### config.mk
export PLATFORM = sky130hd
export DESIGN_NAME = shift_arbiter
export DESIGN_NICKNAME = d
export VERILOG_FILES = /design/src/rtl/shift_arbiter_pkg.sv /design/src/rtl/shift_core.sv /design/src/rtl/shift_arbiter.sv
export SDC_FILE = /design/constraint.sdc
export NUM_CORES = 1
export LEC_CHECK = 0
export CAP_MARGIN = 20
export CORE_MARGIN = 2
export CORE_UTILIZATION = 40
export CTS_BUF_LIST = sky130_fd_sc_hd__clkbuf_4
export DETAILED_ROUTE_END_ITERATION = 16
export PLACE_DENSITY = 0.67
export SYNTH_ARGS = -nofsm -noshare
export SYNTH_HDL_FRONTEND = slang
export SYNTH_HIERARCHICAL = 1
export SYNTH_SLANG_ARGS = --single-unit
### constraint.sdc
create_clock -name clock -period 4 [get_ports clock]
set_input_delay 1 -clock clock [delete_from_list [all_inputs] [get_ports clock]]
set_output_delay 1 -clock clock [all_outputs]
set_load 0.02 [all_outputs]
### src/rtl/shift_arbiter_pkg.sv
// Shared constants for the shift arbiter: operation encodings, datapath widths,
// response-slot states and their reset values.
package shift_arbiter_pkg;

  localparam int unsigned DATA_W  = 32;
  localparam int unsigned SHAMT_W = 5;

  localparam logic SHIFT_OP_SLL = 1'b0;
  localparam logic SHIFT_OP_SRA = 1'b1;

  localparam logic [0:0] ST_EMPTY = 1'b0;
  localparam logic [0:0] ST_FULL  = 1'b1;

  localparam logic [0:0]        RESP_STATE_RST = ST_EMPTY;
  localparam logic [DATA_W-1:0] RESP_DATA_RST  = '0;

endpackage

### src/rtl/shift_core.sv
// Combinational 32-bit shifter: staged 16/8/4/2/1 logical-left and
// arithmetic-right networks with a final select on arith.
module shift_core
  import shift_arbiter_pkg::*;
(
  input  logic [DATA_W-1:0]  operand,
  input  logic [SHAMT_W-1:0] shamt,
  input  logic               arith,
  output logic [DATA_W-1:0]  result
);

  logic [DATA_W-1:0] w_l16, w_l8, w_l4, w_l2, w_l1;
  logic [DATA_W-1:0] w_r16, w_r8, w_r4, w_r2, w_r1;
  logic              w_sign;

  assign w_sign = operand[31];

  assign w_l16 = shamt[4] ? {operand[15:0], 16'h0000} : operand;
  assign w_l8  = shamt[3] ? {w_l16[23:0], 8'h00}      : w_l16;
  assign w_l4  = shamt[2] ? {w_l8[27:0], 4'h0}        : w_l8;
  assign w_l2  = shamt[1] ? {w_l4[29:0], 2'b00}       : w_l4;
  assign w_l1  = shamt[0] ? {w_l2[30:0], 1'b0}        : w_l2;

  assign w_r16 = shamt[4] ? {{16{w_sign}}, operand[31:16]} : operand;
  assign w_r8  = shamt[3] ? {{8{w_sign}}, w_r16[31:8]}     : w_r16;
  assign w_r4  = shamt[2] ? {{4{w_sign}}, w_r8[31:4]}      : w_r8;
  assign w_r2  = shamt[1] ? {{2{w_sign}}, w_r4[31:2]}      : w_r4;
  assign w_r1  = shamt[0] ? {w_sign, w_r2[31:1]}           : w_r2;

  always_comb begin
    result = w_l1;
    case (arith)
      SHIFT_OP_SLL: result = w_l1;
      SHIFT_OP_SRA: result = w_r1;
      default:      result = w_l1;
    endcase
  end

endmodule

### src/rtl/shift_arbiter.sv
// Round-robin arbiter sharing one shift_core among NUM_REQ requesters, with a
// single registered response slot. Optional counters: SHIFT_ARBITER_STATS_EN.
module shift_arbiter
  import shift_arbiter_pkg::*;
#(
  parameter int unsigned NUM_REQ = 2,
  parameter int unsigned ID_W    = 1
) (
  input  logic                        clock,
  input  logic                        reset,
  input  logic [NUM_REQ-1:0]          req_valid,
  output logic [NUM_REQ-1:0]          req_ready,
  input  logic [NUM_REQ*DATA_W-1:0]   req_operand,
  input  logic [NUM_REQ*SHAMT_W-1:0]  req_shamt,
  input  logic [NUM_REQ-1:0]          req_arith,
  output logic                        resp_valid,
  input  logic                        resp_ready,
  output logic [DATA_W-1:0]           resp_data,
  output logic [ID_W-1:0]             resp_id
`ifdef SHIFT_ARBITER_STATS_EN
  ,
  output logic [31:0]                 stat_grants,
  output logic [31:0]                 stat_conflicts
`endif
);

  logic [0:0]         r_state;
  logic [DATA_W-1:0]  r_data;
  logic [ID_W-1:0]    r_id;
  logic [ID_W-1:0]    r_rr_ptr;

  logic               w_can_accept;
  logic               w_found;
  logic               w_grant;
  logic [ID_W-1:0]    w_gnt_idx;
  logic [ID_W:0]      w_probe;
  logic [DATA_W-1:0]  w_operand;
  logic [SHAMT_W-1:0] w_shamt;
  logic               w_arith;
  logic [DATA_W-1:0]  w_result;

  // Search starts at r_rr_ptr; the extra probe bit handles wrap for
  // non-power-of-two NUM_REQ.
  always_comb begin
    w_can_accept = ~reset & ((r_state == ST_EMPTY) | resp_ready);
    w_found      = 1'b0;
    w_gnt_idx    = '0;
    w_probe      = '0;
    for (int unsigned k = 0; k < NUM_REQ; k++) begin
      w_probe = {1'b0, r_rr_ptr} + (ID_W+1)'(k);
      if (w_probe >= (ID_W+1)'(NUM_REQ)) begin
        w_probe = w_probe - (ID_W+1)'(NUM_REQ);
      end
      if (!w_found && req_valid[w_probe[ID_W-1:0]]) begin
        w_found   = 1'b1;
        w_gnt_idx = w_probe[ID_W-1:0];
      end
    end
    w_grant = w_found & w_can_accept;
  end

  always_comb begin
    req_ready = '0;
    w_operand = '0;
    w_shamt   = '0;
    w_arith   = SHIFT_OP_SLL;
    for (int unsigned i = 0; i < NUM_REQ; i++) begin
      if (w_gnt_idx == ID_W'(i)) begin
        w_operand    = req_operand[i*DATA_W +: DATA_W];
        w_shamt      = req_shamt[i*SHAMT_W +: SHAMT_W];
        w_arith      = req_arith[i];
        req_ready[i] = w_grant;
      end
    end
  end

  shift_core u_shift_core (
    .operand (w_operand),
    .shamt   (w_shamt),
    .arith   (w_arith),
    .result  (w_result)
  );

  always_ff @(posedge clock) begin
    if (reset) begin
      r_state  <= RESP_STATE_RST;
      r_data   <= RESP_DATA_RST;
      r_id     <= '0;
      r_rr_ptr <= '0;
    end else if (w_grant) begin
      r_state  <= ST_FULL;
      r_data   <= w_result;
      r_id     <= w_gnt_idx;
      r_rr_ptr <= (w_gnt_idx == ID_W'(NUM_REQ-1)) ? '0 : w_gnt_idx + ID_W'(1);
    end else if (resp_ready) begin
      r_state  <= ST_EMPTY;
    end
  end

  assign resp_valid = (r_state == ST_FULL);
  assign resp_data  = r_data;
  assign resp_id    = r_id;

`ifdef SHIFT_ARBITER_STATS_EN
  logic [31:0] r_stat_grants;
  logic [31:0] r_stat_conflicts;
  logic        w_conflict;

  assign w_conflict = ($countones(req_valid) >= 2) || ((|req_valid) && !w_can_accept);

  always_ff @(posedge clock) begin
    if (reset) begin
      r_stat_grants    <= '0;
      r_stat_conflicts <= '0;
    end else begin
      if (w_grant)    r_stat_grants    <= r_stat_grants + 32'd1;
      if (w_conflict) r_stat_conflicts <= r_stat_conflicts + 32'd1;
    end
  end

  assign stat_grants    = r_stat_grants;
  assign stat_conflicts = r_stat_conflicts;
`endif

endmodule
Word level (Yosys, flattened, before mapping)
Cells that the tools add are included.
{"block": "totals", "register_bits": 35, "out_inout_bits": 36, "elab_cells": 50}
{"block": "classes", "add_sub_neg": 4, "n_lt_le_gt_ge": 4, "mux": 29, "n_bitwise": 6, "n_reduce_logical": 3}
{"operator": "$mux W32", "n": 6}
{"operator": "$mux W31", "n": 5}
{"operator": "$pmux W32 S2", "n": 1}
{"operator": "$mux W1", "n": 16}
{"operator": "$mux W5", "n": 1}
{"operator": "$lt A1 B2 Y1 const B", "n": 2}
{"operator": "$not A1 Y1", "n": 3}
{"operator": "$add A1 B1 Y2 const B", "n": 1}
{"operator": "$and A1 B1 Y1", "n": 2}
{"operator": "$ge A1 B2 Y1 const B", "n": 1}
{"operator": "$ge A2 B2 Y1 const B", "n": 1}
{"operator": "$reduce_bool A2 Y1", "n": 1}
{"operator": "$sub A1 B1 Y1 const B", "n": 2}
{"operator": "$add A1 B1 Y1 const B", "n": 1}
{"operator": "$logic_and A1 B1 Y1", "n": 1}
{"operator": "$logic_not A1 Y1", "n": 1}
{"operator": "$or A1 B1 Y1", "n": 1}

Longest topological paths before layout
Gate-level depths: netlist of run 1.
{"block": "depth", "word_depth": 15, "ltp_mapped": 15, "depth_no_buf": 10}

By module
The synthesis of run 1 kept the hierarchy.
{"module": "shift_core", "n_inst": 1, "cells_each": 443, "area_each_um2": 3433.3, "seq_area_each_um2": 0.0}
{"module": "shift_arbiter", "n_inst": 1, "cells_each": 208, "area_each_um2": 1913.1, "seq_area_each_um2": 700.7}

Least setup slack after synthesis of run 1
Ideal clock, no wire load.
{"block": "synth_timing", "kind": "input to register", "from": "input req_valid[0]", "to": "register r_data[23] (netlist: resp_data[23])", "arrival_time_ns": 3.274, "path_slack_ns": 0.594, "stages": 13, "n_path_buf": 3, "path_cell_list": "inv_1 > o21ai_4 > buf_6 > mux2_2 > buf_6 > buf_12 > mux2_4 > mux4_2 > o22ai_2 > a211oi_1 > a31o_1 > nand3b_1 > a21oi_1"}
{"element": "from (decl)", "line_no": "shift_arbiter.sv:11", "source": "input logic [NUM_REQ-1:0] req_valid,"}
{"element": "$mux W1 (implied by the code) (2 in a row)", "line_no": "shift_arbiter.sv:54", "source": "if (!w_found && req_valid[w_probe[ID_W-1:0]]) begin"}
{"element": "$mux W1", "line_no": "shift_arbiter.sv:54"}
{"element": "$logic_not A1 Y1", "line_no": "shift_arbiter.sv:54"}
{"element": "$logic_and A1 B1 Y1", "line_no": "shift_arbiter.sv:54"}
{"element": "$mux W1 (*)", "line_no": "shift_arbiter.sv:54"}
{"element": "$mux W5 (*)", "line_no": "shift_arbiter.sv:68", "source": "if (w_gnt_idx == ID_W'(i)) begin"}
{"element": "via w_shamt[3]", "line_no": "shift_arbiter.sv:38", "source": "logic [SHAMT_W-1:0] w_shamt;"}
{"element": "$mux W31 / $mux W32 (equally long branches)", "line_no": "shift_core.sv:25, shift_core.sv:19"}
{"element": "$mux W31 / $mux W32 (equally long branches)", "line_no": "shift_core.sv:26, shift_core.sv:20"}
{"element": "$mux W31 / $mux W32 (equally long branches)", "line_no": "shift_core.sv:27, shift_core.sv:21"}
{"element": "$mux W31 / $mux W32 (equally long branches)", "line_no": "shift_core.sv:28, shift_core.sv:22"}
{"element": "$pmux W32 S2 (*)", "line_no": "shift_core.sv:32", "source": "case (arith)"}
{"element": "via w_result[23]", "line_no": "shift_arbiter.sv:40", "source": "logic [DATA_W-1:0] w_result;"}
{"element": "to (signal assigned)", "line_no": "shift_arbiter.sv:92", "source": "r_data <= w_result;"}
{"element": "to (decl)", "line_no": "shift_arbiter.sv:28", "source": "logic [DATA_W-1:0] r_data;"}
Mark *: on every way through the listed nets, which the timed path passes. The rest lies on a longest branch. The select of a mux whose other input is x is not followed.
A chain may end at the register's enable or synchronous reset.

Worst setup path in the final report of run 1
{"block": "layout_timing", "from": "input req_valid[0]", "to": "register r_data[13] (netlist: resp_data[13])"}
{"element": "$mux W1 (implied by the code) (2 in a row)", "line_no": "shift_arbiter.sv:54"}
{"element": "$mux W1", "line_no": "shift_arbiter.sv:54"}
{"element": "$logic_not A1 Y1", "line_no": "shift_arbiter.sv:54"}
{"element": "$logic_and A1 B1 Y1", "line_no": "shift_arbiter.sv:54"}
{"element": "$mux W1 (*)", "line_no": "shift_arbiter.sv:54"}
{"element": "$mux W5 (*)", "line_no": "shift_arbiter.sv:68"}
{"element": "via w_shamt[2]", "line_no": "shift_arbiter.sv:38"}
{"element": "$mux W31 / $mux W32 (equally long branches)", "line_no": "shift_core.sv:26, shift_core.sv:20"}
{"element": "$mux W31 / $mux W32 (equally long branches)", "line_no": "shift_core.sv:27, shift_core.sv:21"}
{"element": "$mux W31 / $mux W32 (equally long branches)", "line_no": "shift_core.sv:28, shift_core.sv:22"}
{"element": "$pmux W32 S2 (*)", "line_no": "shift_core.sv:32"}
{"element": "via w_result[13]", "line_no": "shift_arbiter.sv:40"}
Marks and branches as above.

==> flow_summary.json, run 1 <==
{
  "layout-drive-gt1-share_pct": 28.8,
  "gr-usage-all-layers_pct": 29.9,
  "hold_path.class": "flop to flop",
  "slowest_delay_ns": 0.48,
  "rsz0062_at_grt": "false",
  "hold_violations": 0,
  "r2r_end": "resp_data[13]",
  "synth_seq_area_share_pct": 13.1,
  "numPortBuffers": 116,
  "min_path_cells": 2,
  "gp_congestion": 1.03,
  "dr_total_vias": 6214,
  "worstPathRequired_ns": 4.29,
  "numCtsBuffers": 5,
  "grt_max_degree": 66,
  "synthFlopType": "dfxtp_1",
  "avgRoutedWirePerCell_um": 21.4,
  "synth_xor_area_share_pct": 0,
  "io_pins": 117,
  "detail-route-antenna-nets": 0,
  "fin_nets": 920,
  "crit_path_frequent_cell": "buf_12",
  "die_area_mm2": 0.0143,
  "syn_area_mm2": 0.00535,
  "clock_latency_ns": 0.36,
  "viasPerCell": 6.12,
  "first_pass_iters": 5,
  "remaining_drc_errors": 0,
  "placed_area_mm2": 0.00746,
  "drtIter0Drc": 538,
  "cts_tree": "yes",
  "start_kind": "input port",
  "syn_inst": 651,
  "synth_edf_count": 0,
  "r2r_slack_ns": 0.96,
  "outcome": "complete, no violations",
  "die_h_um": 120,
  "cts.reportedPaths.clkPinSlew_ns": 0.10,
  "syn_nets": 732,
  "cts_root_buf": "clkbuf_4",
  "synthTopCellsByArea": "dfxtp_1, mux2_2, mux4_2",
  "area_growth_pct": 41.1,
  "antenna_cells": 0,
  "max_freq_mhz": 261,
  "synth_commonest_cells": "a21oi_1, mux2_2, nor2_1, o21ai_0, mux2i_1",
  "leakagePower_uw": 0.00293,
  "r2r_start": "r_rr_ptr",
  "whs_endpoint": "resp_data[24]",
  "drt-total-wl_mm": 21.7,
  "path_cells": "clkdlybuf4s50_1, inv_1, o21ai_4, buf_12, mux2_2, buf_12, clkinv_1, buf_12, buf_4, nor2_1, a211oi_1, buf_4, o221a_2, o2bb2ai_1, nand3b_1, a21oi_1",
  "fin_area_mm2": 0.00754,
  "initial_core_util_pct": 40.7,
  "max-vdd-ir-drop_mv": 0.158,
  "report.final.slew_viol_count": 0,
  "worstRegToRegCells": 14,
  "critical_path.max_fanout": 32,
  "setup_violations": 0,
  "cts_hold_buffers": 0,
  "yosys.area_share.simple_pct": 17.0,
  "tightest_slew_ns": 0.520,
  "period_share_pct": 95.9,
  "fin_crit_ns": 3.84,
  "synth_compound_area_share_pct": 30.2,
  "rows": 42,
  "path_class": "input port to flop",
  "synth_top_area_share_pct": 13.1,
  "synth_mux_area_share_pct": 30.8,
  "nFillCells": 1203,
  "yosysUniqueCellTypes": 71,
  "die_w_um": 120,
  "synth_adder_area_share_pct": 0,
  "core_area_mm2": 0.0131,
  "cts_sinks": 35,
  "antenna_found_initial": 0,
  "yosys.area.top_type": "dfxtp_1",
  "ys_warn_count": 6,
  "detailed_place_hpwl_mm": 17.2,
  "p_total_uw": 2110,
  "yosysMostFrequentCell": "a21oi_1",
  "postSynth.asyncResetShare_pct": 0,
  "syn_avg_cell_area_um2": 8.21,
  "cts-htree-levels": 2,
  "arrival_ns": 4.12,
  "grt_pass1_vias": 5970,
  "grt_pass1_wl_mm": 33.9,
  "hp-start": "resp_data[24]",
  "skew_ns": 0.0132,
  "maxSlewHeadroom_pct": 64.3,
  "grt.overflow.total": 0,
  "crit_path_end_kind": "flop",
  "power_density_mw_per_mm2": 279,
  "ys_seq_elements": 35,
  "drv_cap": 0,
  "synth_top_family_by_area": "multiplexers",
  "cp_slowest_cell": "clkdlybuf4s50_1",
  "cts.path.max_buffers": 2
}
power by group:
part	switching (uW)	internal, uW	total (uW)
combinational	741	702	1440
sequential	19.4	389	409
clock	129	129	257
cell usage in the layout (no fill, tap or decap), types with 23 or more instances in the layout:
cell type	synthesis	routed
o22ai_1	23	23
mux2_2	46	45
mux2i_1	39	39
nor2_1	44	43
a21oi_1	55	55
nand3b_1	34	34
o21ai_0	44	44
buf_4	5	135
dfxtp_1	35	35
nand2_1	23	23
clkdlybuf4s50_1	0	116
flip-flops by register name, summed over array words and instances (netlist names):
register and cells:
r_rr_ptr 1, resp_data 32, resp_id 1, resp_valid 1
worst max-delay path, delay by kind of cell:
kind            cells  cell delay, ns
simple gates        2            0.17
compound gates      5            0.99
mux                 1            0.36
buf+inv             8            1.59
stage by stage:
stage                     std cells  setup slack, ns  hold WS [ns]  util, %  setup TNS [ns]
final                          1016            0.164         0.484     57.4               0
after detailed placement       1008           -0.289         0.468     56.8           -1.67
after global placement         1008           -0.392         0.463     56.8           -2.47
after global routing           1016           0.0151         0.506     57.4               0
after floorplan                 651            0.594         0.536        -               0
after CTS                      1016           0.0649         0.485     57.4               0
kinds of logic after synthesis:
| kind of cell | after synthesis |
|---|---|
| AO/OA/AOI/OAI | 238 |
| multiplexers | 127 |
| buffers and inverters | 85 |
| AND/OR/NAND/NOR | 166 |
| flip-flops | 35 |
routing by layer:
| layer | wire length [um] | part of all wire, % | up-vias | GRT usage [%] |
|---|---|---|---|---|
| met5 | 0 | 0 | - | 0 |
| met4 | 729 | 3.4 | 0 | 9.26 |
| met3 | 1390 | 6.4 | 40 | 3.23 |
| met2 | 10100 | 46 | 267 | 48.4 |
| met1 | 9520 | 44 | 2994 | 41.9 |
| li1 | - | - | 2913 | - |
what timing repair did:
| action | CTS | global route |
|---|---|---|
| setup endpoints to repair | 0 | 2 |
| endpoints found under the hold margin | 0 | 0 |
| resized for setup | 0 | 1 |
| setup buffers | 0 | 0 |
final cells by class:
class	instances	area (um^2)	share of cell area [%]
Multi-Input combinational cell	531	4190	55.5
Timing Repair Buffer	259	2330	31.0
Sequential cell	35	701	9.29
Tap cell	176	220	2.92
Clock inverter	3	38.8	0.514
Clock buffer	5	37.5	0.498
Inverter	7	26.3	0.348
how the worst max path moves through the flow:
| stage | startpoint | to | slack (ns) | depth (start not counted) |
|---|---|---|---|---|
| floorplan | req_valid[0] | resp_data[23] | 0.59 | 13 |
| global placement | req_valid[0] | resp_data[8] | -0.39 | 14 |
| detailed placement | req_valid[0] | resp_data[8] | -0.29 | 14 |
| CTS | req_valid[0] | resp_data[8] | 0.06 | 14 |
| global route | req_valid[0] | resp_data[13] | 0.02 | 16 |
| finish | req_valid[0] | resp_data[13] | 0.16 | 16 |
Note: power is estimated with default switching activity, not from simulation.
==> inputs of run 2 (changes only) <==
--- a/config.mk
+++ b/config.mk
@@ -9,6 +9,7 @@
 export CORE_MARGIN = 2
 export CORE_UTILIZATION = 40
 export CTS_BUF_LIST = sky130_fd_sc_hd__clkbuf_4
+export CTS_CLUSTER_DIAMETER = 30
 export DETAILED_ROUTE_END_ITERATION = 16
 export PLACE_DENSITY = 0.67
 export SYNTH_ARGS = -nofsm -noshare
==> results of run 2 <==
Final layout, timing and power as in run 1 (identical DEF).
==> inputs of run 3 (changes only) <==
--- a/config.mk
+++ b/config.mk
@@ -12,6 +12,7 @@
 export CTS_CLUSTER_DIAMETER = 30
 export DETAILED_ROUTE_END_ITERATION = 16
 export PLACE_DENSITY = 0.67
+export SETUP_SLACK_MARGIN = 0.02
 export SYNTH_ARGS = -nofsm -noshare
 export SYNTH_HDL_FRONTEND = slang
 export SYNTH_HIERARCHICAL = 1
==> flow_summary.json, run 3 (synthesis gave the netlist of run 1 again) <==
{
  "outcome": "complete, no violations",
  "numCtsBuffers": 5,
  "layout-drive-gt1-share_pct": 28.9,
  "mostFrequentLayoutCell": "buf_4",
  "cts.path.max_buffers": 2,
  "clockPowerShare_pct": 12.3,
  "cts-htree-levels": 2,
  "report.final.slew_viol_count": 0,
  "cts.reportedPaths.clkPinSlew_ns": 0.13,
  "critical_path.max_fanout": 21,
  "viasPerCell": 6.10,
  "hold_violations": 0,
  "power_density_mw_per_mm2": 280,
  "max-vdd-ir-drop_mv": 0.158,
  "core_area_mm2": 0.0131,
  "postCtsSetupBuffers": 0,
  "final_util_pct": 57.5,
  "max_freq_mhz": 262,
  "arrival_ns": 4.10,
  "drv_cap": 0,
  "initial_core_util_pct": 40.7,
  "mostFrequentLayoutCells": "buf_4, clkdlybuf4s50_1, a21oi_1",
  "cts_tree": "yes",
  "die_w_um": 120,
  "cts_hold_buffers": 0,
  "fin_nets": 920,
  "cts_root_buf": "clkbuf_4",
  "fin_crit_ns": 3.81,
  "skew_ns": 0.0170,
  "detail-route-antenna-nets": 0,
  "first_pass_iters": 6,
  "setup_violations": 0,
  "start_kind": "input port",
  "crit_path_end_kind": "flop",
  "area_growth_pct": 41.2,
  "cts-resized-gates": 0,
  "rows": 42,
  "p_sw_uw": 891,
  "die_h_um": 120,
  "p_total_uw": 2110,
  "fin_area_mm2": 0.00755,
  "gp_congestion": 1.03,
  "comb_power_share_pct": 68.4,
  "drt-total-wl_mm": 21.7,
  "min_path_cells": 2,
  "intPower_uw": 1220,
  "period_share_pct": 95.3,
  "grt_max_degree": 66,
  "worstPathRequired_ns": 4.28,
  "leakagePower_uw": 0.00293,
  "gr-usage-all-layers_pct": 29.9,
  "seq_power_share_pct": 19.4,
  "rsz0062_at_grt": "false",
  "remaining_drc_errors": 0,
  "detailed_place_hpwl_mm": 17.2,
  "grt.overflow.total": 0,
  "io_pins": 117,
  "grt_pass1_wl_mm": 33.9,
  "clock_latency_ns": 0.36,
  "antenna_found_initial": 0,
  "cts_sinks": 35,
  "grt_pass1_vias": 5970,
  "die_area_mm2": 0.0143,
  "path_class": "input port to flop",
  "hold_path.class": "flop to flop",
  "drtIter0Drc": 449,
  "worstRegToRegCells": 12,
  "numPortBuffers": 116,
  "switching_share_pct": 42.2,
  "placed_area_mm2": 0.00746,
  "maxSlewHeadroom_pct": 63.7,
  "largest_reg_flops": 32,
  "tightest_slew_ns": 0.530,
  "antenna_cells": 0,
  "avgRoutedWirePerCell_um": 21.4,
  "dr_total_vias": 6194
}
run 3: cell count changes in the layout (fill, tap and decap cells not counted):
cell,before,now
a211oi_1,15,14
a211oi_2,2,3
run 3: worst max-delay path: stages:
cell and delay, ns:
clkdlybuf4s50_1 0.48, inv_1 0.08, o21ai_4 0.16, buf_12 0.16
mux2_4 0.44, buf_4 0.20, nor2b_1 0.15, buf_4 0.14
mux2i_1 0.06, nor2_1 0.35, a21oi_1 0.18, o32ai_1 0.42
nand3b_1 0.13, a21oi_1 0.15
run 3: power groups by stage:
stage / sequential [uW] / clock (uW) / combinational (uW)
6_report: 409 / 259 / 1440
5_1_grt: 413 / 282 / 1530
2_1_floorplan: 463 / 0 / 769
4_1_cts: 409 / 261 / 1420
3_3_place_gp: 416 / 0 / 1410
3_5_place_dp: 417 / 0 / 1420
run 3: cell type report:
| class | instances | area, um^2 |
|---|---|---|
| clock inverters | 3 | 38.8 |
| repair buffers | 259 | 2330 |
| inverters | 7 | 26.3 |
| multi-input cells | 531 | 4190 |
| well taps | 176 | 220 |
| clock buffers | 5 | 37.5 |
| flip-flops and latches | 35 | 701 |
| fillers | 1203 | 5590 |
run 3: metrics by stage:
stage          hold slack (ns)  setup slack (ns)  setup TNS (ns)  std cells
3_3_place_gp             0.463            -0.392           -2.47       1008
2_1_floorplan            0.536             0.594               0        651
3_5_place_dp             0.468            -0.289           -1.67       1008
5_1_grt                  0.506            0.0562               0       1016
4_1_cts                  0.485            0.0649               0       1016
6_report                 0.483             0.189               0       1016
run 3: path summary, 6_finish.rpt:
check                                  start  slack [ns]      endpoint
worst max-delay path            req_valid[0]        0.19  resp_data[9]
worst min-delay path            resp_data[1]        0.48  resp_data[1]
worst max register to register      r_rr_ptr        0.98  resp_data[9]
worst min register to register  resp_data[1]        0.48  resp_data[1]
run 3: metal layers:
metal  vias to the layer above  global-route usage (%)  wire, um
li1                       2912                       -         -
met1                      2968                    41.9      9660
met2                       271                    48.4     10000
met3                        43                    3.23      1320
met4                         0                    9.26       745
met5                         -                       0         0
